==> src/rtl/pic_pkg.sv <==
// ----------------------------------------------------------------------------
// pic_pkg
// Shared types, constants and bit helpers for the 8259A-compatible
// interrupt-acknowledge sequencer.
//   ack_state_t        : acknowledge / poll sequencer states
//   PIC_SPURIOUS_LEVEL : level reported when an acknowledge finds no winner
//   rotate_right8/left8: 8-bit rotations used to map levels into priority order
//   onehot_to_level    : one-hot vector -> 3-bit level
//   level_to_onehot    : 3-bit level -> one-hot vector
// ----------------------------------------------------------------------------
package pic_pkg;

    typedef enum logic [2:0] {
        ST_IDLE,
        ST_ACK1,
        ST_ACK1_HI,
        ST_ACK2,
        ST_POLL
    } ack_state_t;

    localparam logic [2:0] PIC_SPURIOUS_LEVEL = 3'd7;

    // result[i] = x[(i + n) mod 8]
    function automatic logic [7:0] rotate_right8(input logic [7:0] x, input logic [2:0] n);
        return 8'({x, x} >> n);
    endfunction

    // result[i] = x[(i - n) mod 8]
    function automatic logic [7:0] rotate_left8(input logic [7:0] x, input logic [2:0] n);
        return rotate_right8(x, 3'd0 - n);
    endfunction

    function automatic logic [2:0] onehot_to_level(input logic [7:0] oh);
        logic [2:0] lvl;
        lvl = 3'd0;
        for (int i = 0; i < 8; i++) begin
            if (oh[i]) lvl = 3'(i);
        end
        return lvl;
    endfunction

    function automatic logic [7:0] level_to_onehot(input logic [2:0] lvl);
        return 8'b1 << lvl;
    endfunction

endpackage

==> src/rtl/pic_ack_sequencer_if.sv <==
// ----------------------------------------------------------------------------
// pic_ack_sequencer_if
// Bundles the request, command, acknowledge and data-bus signals of the
// sequencer.
//   slave  : the sequencer (consumes requests/commands, drives int/ISR/bus)
//   master : the surrounding PIC logic / CPU side
// ----------------------------------------------------------------------------
interface pic_ack_sequencer_if;

    logic       inta_n;
    logic [7:0] irr;
    logic [7:0] imr;
    logic       special_mask_mode;
    logic       auto_eoi;
    logic       auto_rotate;
    logic [4:0] vector_base;
    logic       eoi_valid;
    logic       eoi_specific;
    logic [2:0] eoi_level;
    logic       rot_valid;
    logic [2:0] rot_level;
    logic       poll_cmd;
    logic       poll_read;

    logic       int_out;
    logic [7:0] isr;
    logic [7:0] clear_irr;
    logic [7:0] data_out;
    logic       data_oe;

    modport master (
        output inta_n, irr, imr, special_mask_mode, auto_eoi, auto_rotate,
               vector_base, eoi_valid, eoi_specific, eoi_level, rot_valid,
               rot_level, poll_cmd, poll_read,
        input  int_out, isr, clear_irr, data_out, data_oe
    );

    modport slave (
        input  inta_n, irr, imr, special_mask_mode, auto_eoi, auto_rotate,
               vector_base, eoi_valid, eoi_specific, eoi_level, rot_valid,
               rot_level, poll_cmd, poll_read,
        output int_out, isr, clear_irr, data_out, data_oe
    );

endinterface

==> src/rtl/pic_priority_resolver.sv <==
// ----------------------------------------------------------------------------
// pic_priority_resolver
// Combinational priority pick. Priority runs from lowest+1 (highest) round to
// lowest. Returns the highest-priority bit of req that sits strictly above
// every set bit of isr_eff.
//   req     in  8  candidate bits
//   isr_eff in  8  in-service bits that block equal and lower levels
//   lowest  in  3  current lowest-priority level
//   valid   out 1  a qualifying bit exists
//   level   out 3  its level (0 when none)
// ----------------------------------------------------------------------------
module pic_priority_resolver
    import pic_pkg::*;
(
    input  logic [7:0] req,
    input  logic [7:0] isr_eff,
    input  logic [2:0] lowest,
    output logic       valid,
    output logic [2:0] level
);

    logic [2:0] start;
    logic [7:0] req_r;
    logic [7:0] isr_r;
    logic [7:0] win_r;
    logic       blocked;

    assign start = lowest + 3'd1;

    // Rotate so bit 0 is the highest priority, scan upward, rotate back.
    // NOTE: every variable gets a default before the scan so no path leaves it
    // unassigned (no latch); blocking '=' lets the loop see its own updates.
    always_comb begin
        req_r   = rotate_right8(req, start);
        isr_r   = rotate_right8(isr_eff, start);
        win_r   = 8'h00;
        blocked = 1'b0;
        for (int i = 0; i < 8; i++) begin
            // An in-service bit blocks its own level as well as lower ones.
            if (isr_r[i]) blocked = 1'b1;
            if (!blocked && req_r[i] && (win_r == 8'h00)) win_r[i] = 1'b1;
        end
        valid = |win_r;
        level = onehot_to_level(rotate_left8(win_r, start));
    end

endmodule

==> src/rtl/pic_ack_sequencer.sv <==
// ----------------------------------------------------------------------------
// pic_ack_sequencer
// 8086-mode interrupt-acknowledge sequencer and priority arbiter for an
// 8259A-compatible PIC. Arbitrates irr & ~imr under fixed/rotating priority,
// drives int_out, runs the two-pulse INTA and OCW3 poll sequences and owns
// the ISR (normal, specific and automatic EOI).
//   SYNC_STAGES      synchronizer depth for inta_n (>= 2)
//   clk              system clock
//   reset            synchronous, active-high reset
//   bus (slave)      requests, mask, commands, INTA pin, and outputs
//                    int_out / isr / clear_irr / data_out / data_oe
// ----------------------------------------------------------------------------
module pic_ack_sequencer
    import pic_pkg::*;
#(
    parameter int SYNC_STAGES = 2
) (
    input  logic              clk,
    input  logic              reset,
    pic_ack_sequencer_if.slave bus
);

    logic [SYNC_STAGES-1:0] sync_q;
    logic                   inta_prev_q;
    logic                   inta_fall;
    logic                   inta_rise;

    ack_state_t state_q, state_d;
    logic [2:0] lowest_q, lowest_d;
    logic [7:0] isr_q, isr_d;
    logic [2:0] ack_level_q, ack_level_d;
    logic       spurious_q, spurious_d;
    logic       poll_valid_q, poll_valid_d;
    logic [2:0] poll_level_q, poll_level_d;
    logic       int_out_q, int_out_d;
    logic [7:0] clear_irr_q, clear_irr_d;

    logic [7:0] isr_set, isr_clr;
    logic       ack_rot, eoi_rot;
    logic [2:0] eoi_rot_level;
    logic       data_oe;
    logic [7:0] data_out;

    logic [7:0] isr_eff;
    logic       win_valid, isr_top_valid;
    logic [2:0] win_level, isr_top_level;

    // In special mask mode a masked in-service level no longer shields lower ones.
    assign isr_eff = bus.special_mask_mode ? (isr_q & ~bus.imr) : isr_q;

    pic_priority_resolver u_winner (
        .req     (bus.irr & ~bus.imr),
        .isr_eff (isr_eff),
        .lowest  (lowest_q),
        .valid   (win_valid),
        .level   (win_level)
    );

    // Highest-priority in-service level, target of a non-specific EOI.
    pic_priority_resolver u_isr_top (
        .req     (isr_q),
        .isr_eff (8'h00),
        .lowest  (lowest_q),
        .valid   (isr_top_valid),
        .level   (isr_top_level)
    );

    assign inta_fall = inta_prev_q & ~sync_q[SYNC_STAGES-1];
    assign inta_rise = ~inta_prev_q & sync_q[SYNC_STAGES-1];

    always_comb begin
        state_d       = state_q;
        ack_level_d   = ack_level_q;
        spurious_d    = spurious_q;
        poll_valid_d  = poll_valid_q;
        poll_level_d  = poll_level_q;
        isr_set       = 8'h00;
        isr_clr       = 8'h00;
        clear_irr_d   = 8'h00;
        ack_rot       = 1'b0;
        eoi_rot       = 1'b0;
        eoi_rot_level = isr_top_level;
        data_oe       = 1'b0;
        data_out      = 8'h00;

        case (state_q)
            ST_IDLE: begin
                // An INTA falling edge takes precedence over a same-cycle poll.
                if (inta_fall) begin
                    state_d = ST_ACK1;
                    if (win_valid) begin
                        ack_level_d = win_level;
                        spurious_d  = 1'b0;
                        isr_set     = level_to_onehot(win_level);
                        clear_irr_d = level_to_onehot(win_level);
                    end else begin
                        ack_level_d = PIC_SPURIOUS_LEVEL;
                        spurious_d  = 1'b1;
                    end
                end else if (bus.poll_cmd) begin
                    state_d      = ST_POLL;
                    poll_valid_d = win_valid;
                    poll_level_d = win_valid ? win_level : 3'd0;
                end
            end
            ST_ACK1: begin
                if (inta_rise) state_d = ST_ACK1_HI;
            end
            ST_ACK1_HI: begin
                if (inta_fall) state_d = ST_ACK2;
            end
            ST_ACK2: begin
                data_oe  = 1'b1;
                data_out = {bus.vector_base, ack_level_q};
                if (inta_rise) begin
                    state_d = ST_IDLE;
                    if (bus.auto_eoi && !spurious_q) isr_clr = level_to_onehot(ack_level_q);
                    ack_rot = bus.auto_eoi && bus.auto_rotate;
                end
            end
            ST_POLL: begin
                if (bus.poll_read) begin
                    data_oe  = 1'b1;
                    data_out = {poll_valid_q, 4'b0000, poll_level_q};
                    if (poll_valid_q) begin
                        isr_set     = level_to_onehot(poll_level_q);
                        clear_irr_d = level_to_onehot(poll_level_q);
                    end
                    state_d = ST_IDLE;
                end
            end
            default: state_d = ST_IDLE;
        endcase

        if (bus.eoi_valid) begin
            if (bus.eoi_specific) begin
                isr_clr = isr_clr | level_to_onehot(bus.eoi_level);
            end else if (isr_top_valid) begin
                isr_clr = isr_clr | level_to_onehot(isr_top_level);
                eoi_rot = bus.auto_rotate;
            end
        end

        // Explicit set-priority beats any automatic rotation.
        if (bus.rot_valid)  lowest_d = bus.rot_level;
        else if (eoi_rot)   lowest_d = eoi_rot_level;
        else if (ack_rot)   lowest_d = ack_level_q;
        else                lowest_d = lowest_q;

        // A clear only beats a set for the same bit in the same cycle.
        isr_d     = (isr_q | isr_set) & ~isr_clr;
        int_out_d = (state_d == ST_IDLE) && win_valid;
    end

    // NOTE: sequential state uses non-blocking '<=' so every flop samples the
    // pre-edge value of every other flop, independent of statement order.
    always_ff @(posedge clk) begin
        if (reset) begin
            sync_q       <= '1;
            inta_prev_q  <= 1'b1;
            state_q      <= ST_IDLE;
            lowest_q     <= 3'd7;
            isr_q        <= 8'h00;
            ack_level_q  <= 3'd0;
            spurious_q   <= 1'b0;
            poll_valid_q <= 1'b0;
            poll_level_q <= 3'd0;
            int_out_q    <= 1'b0;
            clear_irr_q  <= 8'h00;
        end else begin
            sync_q       <= {sync_q[SYNC_STAGES-2:0], bus.inta_n};
            inta_prev_q  <= sync_q[SYNC_STAGES-1];
            state_q      <= state_d;
            lowest_q     <= lowest_d;
            isr_q        <= isr_d;
            ack_level_q  <= ack_level_d;
            spurious_q   <= spurious_d;
            poll_valid_q <= poll_valid_d;
            poll_level_q <= poll_level_d;
            int_out_q    <= int_out_d;
            clear_irr_q  <= clear_irr_d;
        end
    end

    assign bus.int_out   = int_out_q;
    assign bus.isr       = isr_q;
    assign bus.clear_irr = clear_irr_q;
    assign bus.data_out  = data_out;
    assign bus.data_oe   = data_oe;

endmodule

==> src/flat_wrapper.sv <==
// flat-port wrapper written by rule: the top's interface ports become plain ports
module pic_ack_sequencer_flat import pic_pkg::*;
#(
    parameter int SYNC_STAGES = 2
)
  (clk, reset, bus_inta_n, bus_irr, bus_imr, bus_special_mask_mode, bus_auto_eoi, bus_auto_rotate, bus_vector_base, bus_eoi_valid, bus_eoi_specific, bus_eoi_level, bus_rot_valid, bus_rot_level, bus_poll_cmd, bus_poll_read, bus_int_out, bus_isr, bus_clear_irr, bus_data_out, bus_data_oe);
  pic_ack_sequencer_if bus_i ();
  input  logic clk;
  input  logic reset;
  input wire logic [$bits(bus_i.inta_n)-1:0] bus_inta_n;
  input wire logic [$bits(bus_i.irr)-1:0] bus_irr;
  input wire logic [$bits(bus_i.imr)-1:0] bus_imr;
  input wire logic [$bits(bus_i.special_mask_mode)-1:0] bus_special_mask_mode;
  input wire logic [$bits(bus_i.auto_eoi)-1:0] bus_auto_eoi;
  input wire logic [$bits(bus_i.auto_rotate)-1:0] bus_auto_rotate;
  input wire logic [$bits(bus_i.vector_base)-1:0] bus_vector_base;
  input wire logic [$bits(bus_i.eoi_valid)-1:0] bus_eoi_valid;
  input wire logic [$bits(bus_i.eoi_specific)-1:0] bus_eoi_specific;
  input wire logic [$bits(bus_i.eoi_level)-1:0] bus_eoi_level;
  input wire logic [$bits(bus_i.rot_valid)-1:0] bus_rot_valid;
  input wire logic [$bits(bus_i.rot_level)-1:0] bus_rot_level;
  input wire logic [$bits(bus_i.poll_cmd)-1:0] bus_poll_cmd;
  input wire logic [$bits(bus_i.poll_read)-1:0] bus_poll_read;
  output wire logic [$bits(bus_i.int_out)-1:0] bus_int_out;
  output wire logic [$bits(bus_i.isr)-1:0] bus_isr;
  output wire logic [$bits(bus_i.clear_irr)-1:0] bus_clear_irr;
  output wire logic [$bits(bus_i.data_out)-1:0] bus_data_out;
  output wire logic [$bits(bus_i.data_oe)-1:0] bus_data_oe;
  assign bus_i.inta_n = bus_inta_n;
  assign bus_i.irr = bus_irr;
  assign bus_i.imr = bus_imr;
  assign bus_i.special_mask_mode = bus_special_mask_mode;
  assign bus_i.auto_eoi = bus_auto_eoi;
  assign bus_i.auto_rotate = bus_auto_rotate;
  assign bus_i.vector_base = bus_vector_base;
  assign bus_i.eoi_valid = bus_eoi_valid;
  assign bus_i.eoi_specific = bus_eoi_specific;
  assign bus_i.eoi_level = bus_eoi_level;
  assign bus_i.rot_valid = bus_rot_valid;
  assign bus_i.rot_level = bus_rot_level;
  assign bus_i.poll_cmd = bus_poll_cmd;
  assign bus_i.poll_read = bus_poll_read;
  assign bus_int_out = bus_i.int_out;
  assign bus_isr = bus_i.isr;
  assign bus_clear_irr = bus_i.clear_irr;
  assign bus_data_out = bus_i.data_out;
  assign bus_data_oe = bus_i.data_oe;
  pic_ack_sequencer #(.SYNC_STAGES(SYNC_STAGES)) u_core (.clk(clk), .reset(reset), .bus(bus_i));
endmodule
==> config.mk <==
export PLATFORM = sky130hd
export DESIGN_NAME = pic_ack_sequencer_flat
export DESIGN_NICKNAME = d
export VERILOG_FILES = /design/src/rtl/pic_pkg.sv /design/src/rtl/pic_ack_sequencer_if.sv /design/src/rtl/pic_priority_resolver.sv /design/src/rtl/pic_ack_sequencer.sv /design/src/flat_wrapper.sv
export SDC_FILE = /design/constraint.sdc
export NUM_CORES = 1
export LEC_CHECK = 0
export BUFFER_PORTS_ARGS = -buffer_cell sky130_fd_sc_hd__buf_2
export CAP_MARGIN = 20
export CORE_MARGIN = 8
export CORE_UTILIZATION = 25
export DETAILED_ROUTE_END_ITERATION = 10
export GPL_TIMING_DRIVEN = 0
export PLACE_DENSITY = 0.48
export RECOVER_POWER = 25
export SLEW_MARGIN = 20
export SYNTH_ARGS = -nofsm -noshare
export SYNTH_HDL_FRONTEND = slang
export SYNTH_SLANG_ARGS = --single-unit
==> constraint.sdc <==
create_clock -name clk -period 5.76 [get_ports clk]
set_input_delay 0.288 -clock clk [delete_from_list [all_inputs] [get_ports clk]]
set_output_delay 0.288 -clock clk [all_outputs]
set_load 0.05 [all_outputs]
[Word-level counts from Yosys, hierarchy flattened]
Index checks and enable logic that the tools add are counted.
Operators by class
  $add $sub $neg: 2
  multiply operators: 0
  div/mod/pow operators: 0
  magnitude comparators: 0
  equality and inequality tests: 4
  shift operators: 11
  mux-type cells: 80
  bitwise logic cells: 15
  reduce and logical (&&, ||, !) cells: 69
Operators by type and width (number)
  8-bit two-way mux: 12
  16-bit by 3-bit right shift with 8-bit output: 5
  3-bit two-way mux: 23
  1-bit two-way mux: 41
  1-bit by 3-bit << shifter with 8-bit output, first input constant: 5
  1-bit logical AND: 33
  8-bit one-hot mux with 2 select lines: 2
  8-bit bitwise AND: 3
  8-bit bitwise OR: 3
  1-bit zero test: 17
  8-bit inverter: 2
  8-bit OR reduction: 2
  3-bit one-hot mux with 5 select lines: 1
  7-bit zero test: 2
  3-bit zero test: 4
  6-bit zero test: 2
  5-bit zero test: 2
  4-bit zero test: 2
  1-bit by 3-bit right shift with 8-bit output, first input constant: 1
  3-bit by 2-bit equality test with 1-bit output, second input constant: 2
  1-bit inverter: 5
  2-bit zero test: 2
  3-bit by 1-bit adder with 3-bit output, second input constant: 1
  3-bit by 1-bit equality test with 1-bit output, second input constant: 1
  7 further kinds: 8
Storage, ports and cells
  register bits after elaboration: 34
  latch bits: 0
  bits in writable memories: 0
  bits in read-only memories: 0
  input bits: 38
  output and inout port bits: 26
  logic and storage cells: 192
  memories: 0

[Longest topological paths before layout]
  depth in word-level cells: 43
  depth in mapped cells: 15
  gate-level depth less buffers: 12

[Hierarchy]
A second synthesis with hierarchy kept.
Second synthesis, totals
  cells, all modules: 613
  area total of the unflattened synthesis: 4934.7 um^2
By module, submodules not included
  pic_priority_resolver: times used 2, cells each 193, area each 1532.7 um^2, sequential area each 0.0 um^2
  pic_ack_sequencer: times used 1, cells each 227, area each 1869.3 um^2, sequential area each 680.7 um^2

[Worst setup path before layout]
No wires, ideal clock.
  path kind: flip-flop to flip-flop
  start point: register u_core.lowest_q[0]
  end point: register u_core.isr_q[2], in the netlist u_core.bus.isr[2]
  setup time: 0.119 ns
  data arrival time: 3.324 ns
  data required time: 5.641 ns
  path slack: 2.318 ns
  stages on the path, launching flop included: 14
  buffers on the path: 3
  clock period less this slack: 3.442 ns
  path through: dfxtp_1 > ha_1 > buf_2 > buf_2 > buf_2 > mux4_2 > or3_4 > nor4_4 > nand4_1 > a32oi_1 > nor4_2 > o21ai_4 > o31ai_1 > o221a_1
Between the ends
  longest elaborated chain between the ends: 42
  elaborated cells on any way between the ends: 128
  classes of those cells: add/sub (2); shift (8); mux (52); bitwise (6); reduce/logical (60)
RTL lines
  from (decl): line pic_ack_sequencer.sv:29  | logic [2:0] lowest_q, lowest_d;
  from (signal assigned): line pic_ack_sequencer.sv:174  | lowest_q <= lowest_d;
  3-bit by 1-bit adder with 3-bit output *: line pic_priority_resolver.sv:28  | assign start = lowest + 3'd1;
  branches (longest 40 deep; another with 16-bit by 3-bit right shift with 8-bit output)
  8-bit bitwise AND *: line pic_ack_sequencer.sv:151  | isr_d = (isr_q | isr_set) & ~isr_clr;
  to (signal assigned): line pic_ack_sequencer.sv:175  | isr_q <= isr_d;
  to (decl): line pic_ack_sequencer.sv:30  | logic [7:0] isr_q, isr_d;
Every way passes the cells marked *.
A chain may end at the register's enable or synchronous reset.

[Final worst setup path]
  start point: register u_core.lowest_q[0]
  end point: register u_core.isr_q[0], in the netlist u_core.bus.isr[0]
The elaborated chain is that of the path after synthesis.

==> metrics.md <==
| Metric | Value |
|---|---|
| Total of max-cap violations | 0 |
| Diode count | 0 |
| GPL Wtd Cong | 0.902 |
| Final WL | 16800 um |
| Synth top area cells | dfxtp_1 15%, mux4_2 8.5%, mux2i_1 7.1% |
| Synthesized netlist cell count | 578 |
| Full die area | 22500 sq um |
| Vias in the first global route | 4891 |
| Clk root buf | clkbuf_16 |
| Critical Path Fanout Max | 10 |
| Register area share after synthesis | 15.1% |
| Setup violators final | 0 |
| Leakage Power | 1.93 nW |
| CTS tree | built |
| Max Root-Sink Buffers | 2 |
| H-tree depth | 2 |
| Slew HR | 36.7% |
| Post_cts resized | 0 |
| TritonRoute pass-1 iters | 5 |
| Vias | 4934 |
| Total GRT Usage | 14.8% |
| Input/output buffers | 62 |
| Sw Pwr | 768 uW |
| Actual slew at the worst max-slew pin | 0.943 ns |
| Mean post-synth cell area | 7.78 sq um |
| Design Power | 1.61 mW |
| Layout area overhead | 17.3% |
| CP Data Required Time | 5.98 ns |
| Combinational share of power | 61.2% |
| Distinct cells, synth | 83 |
| Post-synth top area share | 15.1% |
| Routed Antenna Nets | 0 |
| Clock Sinks | 34 |
| Vert. Die Dim | 150 um |
| Clock-pin slew on the worst setup and hold paths | 0.05 ns |
| Largest net degree at the start of global routing | 13 |
| Pwr Density | 306 nW/um^2 |
| Status | finished, final reports clean |
| Top cell type by total area after synthesis | dfxtp_1 |
| Initial Utilization | 25.2% |
| Clk pwr share | 22.0% |
| RSZ-0062 raised after global routing | no |
| Routed WL per cell | 19.1 um |
| Crit Path Class | flop to flop |
| Row Count | 49 |
| CP arrival | 4.76 ns |
| Sw Ratio | 47.6% |
| Maximum VDD drop | 0.150 mV |
| Post-CTS Hold Buffers | 0 |
| Hpwl dp | 13200 um |
| Initial antenna violation count | 0 |
| EDFF count, synth | 0 |
| R2r setup slk | 1.23 ns |
| Setup bufs post-CTS | 0 |
| Wire length of the first global-routing pass | 26800 um |
| I/O pins | 64 |
| Critical path launch point type | flop |
| Hold/Removal Path Class | primary input to flop |
| Setup crit end kind | flop |
| Hold Violations, Final | 0 |
| Ys flop type | dfxtp_1 |
| Die width | 150 um |
| 1st-iter DRT viols | 472 |
| # fillers | 1946 |
| Part of the power in registers | 16.8% |
| CTS buffer count | 5 |
| Synth async-reset ratio | 0% |
| Layout net count | 687 |
| Clock insertion delay at the later pin of the skew report | 0.28 ns |
| Post-route clock period utilization | 78.7% |
| Share of layout cells above drive strength 1 | 22.4% |
| Synth warnings | 0 |
| Setup TNS | 0 ns |
| Core area | 17800 sq um |
| Final Critical Period | 4.53 ns |
| Cell Area, Synth | 4500 sq um |
| Post-synth top cells | 70 x nor2_1, 54 x nand2_1, 34 x dfxtp_1 |
| Internal power | 845 uW |
| Pins Over Slew Limit | 0 |
| Fmax | 221 MHz |
| Total grt overflow | 0 |
| Synth Register Bits | 34 |
| Vias/cell | 5.63 |
| Drt drc | 0 |
| Dominant cell by count in the synthesized netlist | nor2_1 |
| Final Skew | 0.00473 ns |
| Syn_nets | 618 |
[power groups by stage]
stage	Clock [mW]	Sequential, mW	Combinational (mW)
final	0.355	0.271	0.987
after global routing	0.371	0.273	1.07
after CTS	0.363	0.271	0.975
after detailed placement	0	0.276	0.970
after global placement	0	0.276	0.985
after floorplan	0	0.292	0.705
[routing by layer]
layer,wire length (um),part of all wire (%),vias up,GRT usage [%]
met3,841,5.0,23,2.19
met5,0,0,-,0
met4,408,2.4,0,5.65
li1,-,-,2358,-
met1,7580,45,2382,18.9
met2,7940,47,171,24.8
[registers in the layout, summed over array words and instances, names as in the netlist]
register	flops
u_core.bus.clear_irr	8
u_core.bus.isr	8
u_core.ack_level_q	3
u_core.lowest_q	3
u_core.poll_level_q	3
u_core.state_q	3
u_core.sync_q	2
u_core.bus.int_out	1
u_core.inta_prev_q	1
u_core.poll_valid_q	1
u_core.spurious_q	1
[area by class of cell]
class	count	area, sq um	area share, %
clock buffer	5	125	2.37
buffer	38	199	3.77
clock inverter	3	68.8	1.30
inverter	12	45.0	0.854
tap	229	287	5.43
multi-input combinational	494	3570	67.7
sequential	34	681	12.9
timing repair buffer	62	297	5.62
[worst paths after layout]
path | startpoint | endpoint | depth (start not counted)
worst max-delay path | u_core.lowest_q[0] | u_core.bus.isr[0] | 14
worst min-delay path | bus_inta_n | u_core.sync_q[0] | 2
worst max register to register | u_core.lowest_q[0] | u_core.bus.isr[0] | 14
worst min register to register | u_core.sync_q[0] | u_core.sync_q[1] | 1
[worst max-delay path: stages, from the launching register on]
cell and delay (ns):
dfxtp_1 0.37, ha_1 0.30, buf_2 0.26, buf_2 0.29, buf_2 0.31, a2111oi_0 0.15, nor4_1 0.47, o21ai_1 0.25
or2_1 0.34, nand2_2 0.16, o32ai_2 0.13, a311oi_1 0.67, nand4_1 0.20, o21ai_1 0.33, o221a_1 0.23
[cells in the final DEF (no fill, tap or decap), types with 6 or more instances in the layout]
cell | Yosys | layout
nor2_1 | 70 | 70
buf_2 | 14 | 65
nand2_1 | 54 | 54
dfxtp_1 | 34 | 34
mux2i_1 | 32 | 32
o21ai_0 | 26 | 26
clkbuf_1 | 14 | 25
nand2b_1 | 20 | 20
a21oi_1 | 19 | 19
mux2_2 | 18 | 18
nor3_1 | 17 | 17
mux4_2 | 17 | 17
nand3_1 | 14 | 14
nor2b_1 | 13 | 13
inv_1 | 11 | 11
nand4_1 | 11 | 11
a31oi_1 | 11 | 11
and2_1 | 9 | 9
a211oi_1 | 9 | 9
or2_2 | 8 | 8
a21boi_1 | 8 | 8
nor4_1 | 8 | 8
nor3b_1 | 7 | 7
a311oi_1 | 6 | 6
[metrics by stage]
step / instances / setup slack [ns] / utilization (%) / hold WS, ns / cell area (sq um)
after detailed placement: 869 / 1.31 / 28.6 / 0.395 / 5100
after global routing: 877 / 0.941 / 29.6 / 0.187 / 5280
final: 877 / 1.23 / 29.6 / 0.187 / 5280
after global placement: 869 / 1.27 / 28.6 / 0.394 / 5100
after floorplan: 578 / 2.32 / - / 0.389 / 4500
after CTS: 877 / 1.27 / 29.7 / 0.182 / 5290
[logic make-up (layout without fill, tap and decap cells)]
group,Yosys count,count (layout),share of synthesized area (%)
buf+inv,50,120,5.42
compound gates,158,158,26.5
simple gates,260,260,30.6
fa+ha+maj,3,3,0.779
xor+xnor,5,5,1.14
flops,34,34,15.1
mux,68,68,20.4
No activity file was read; power rests on OpenSTA's default activity.
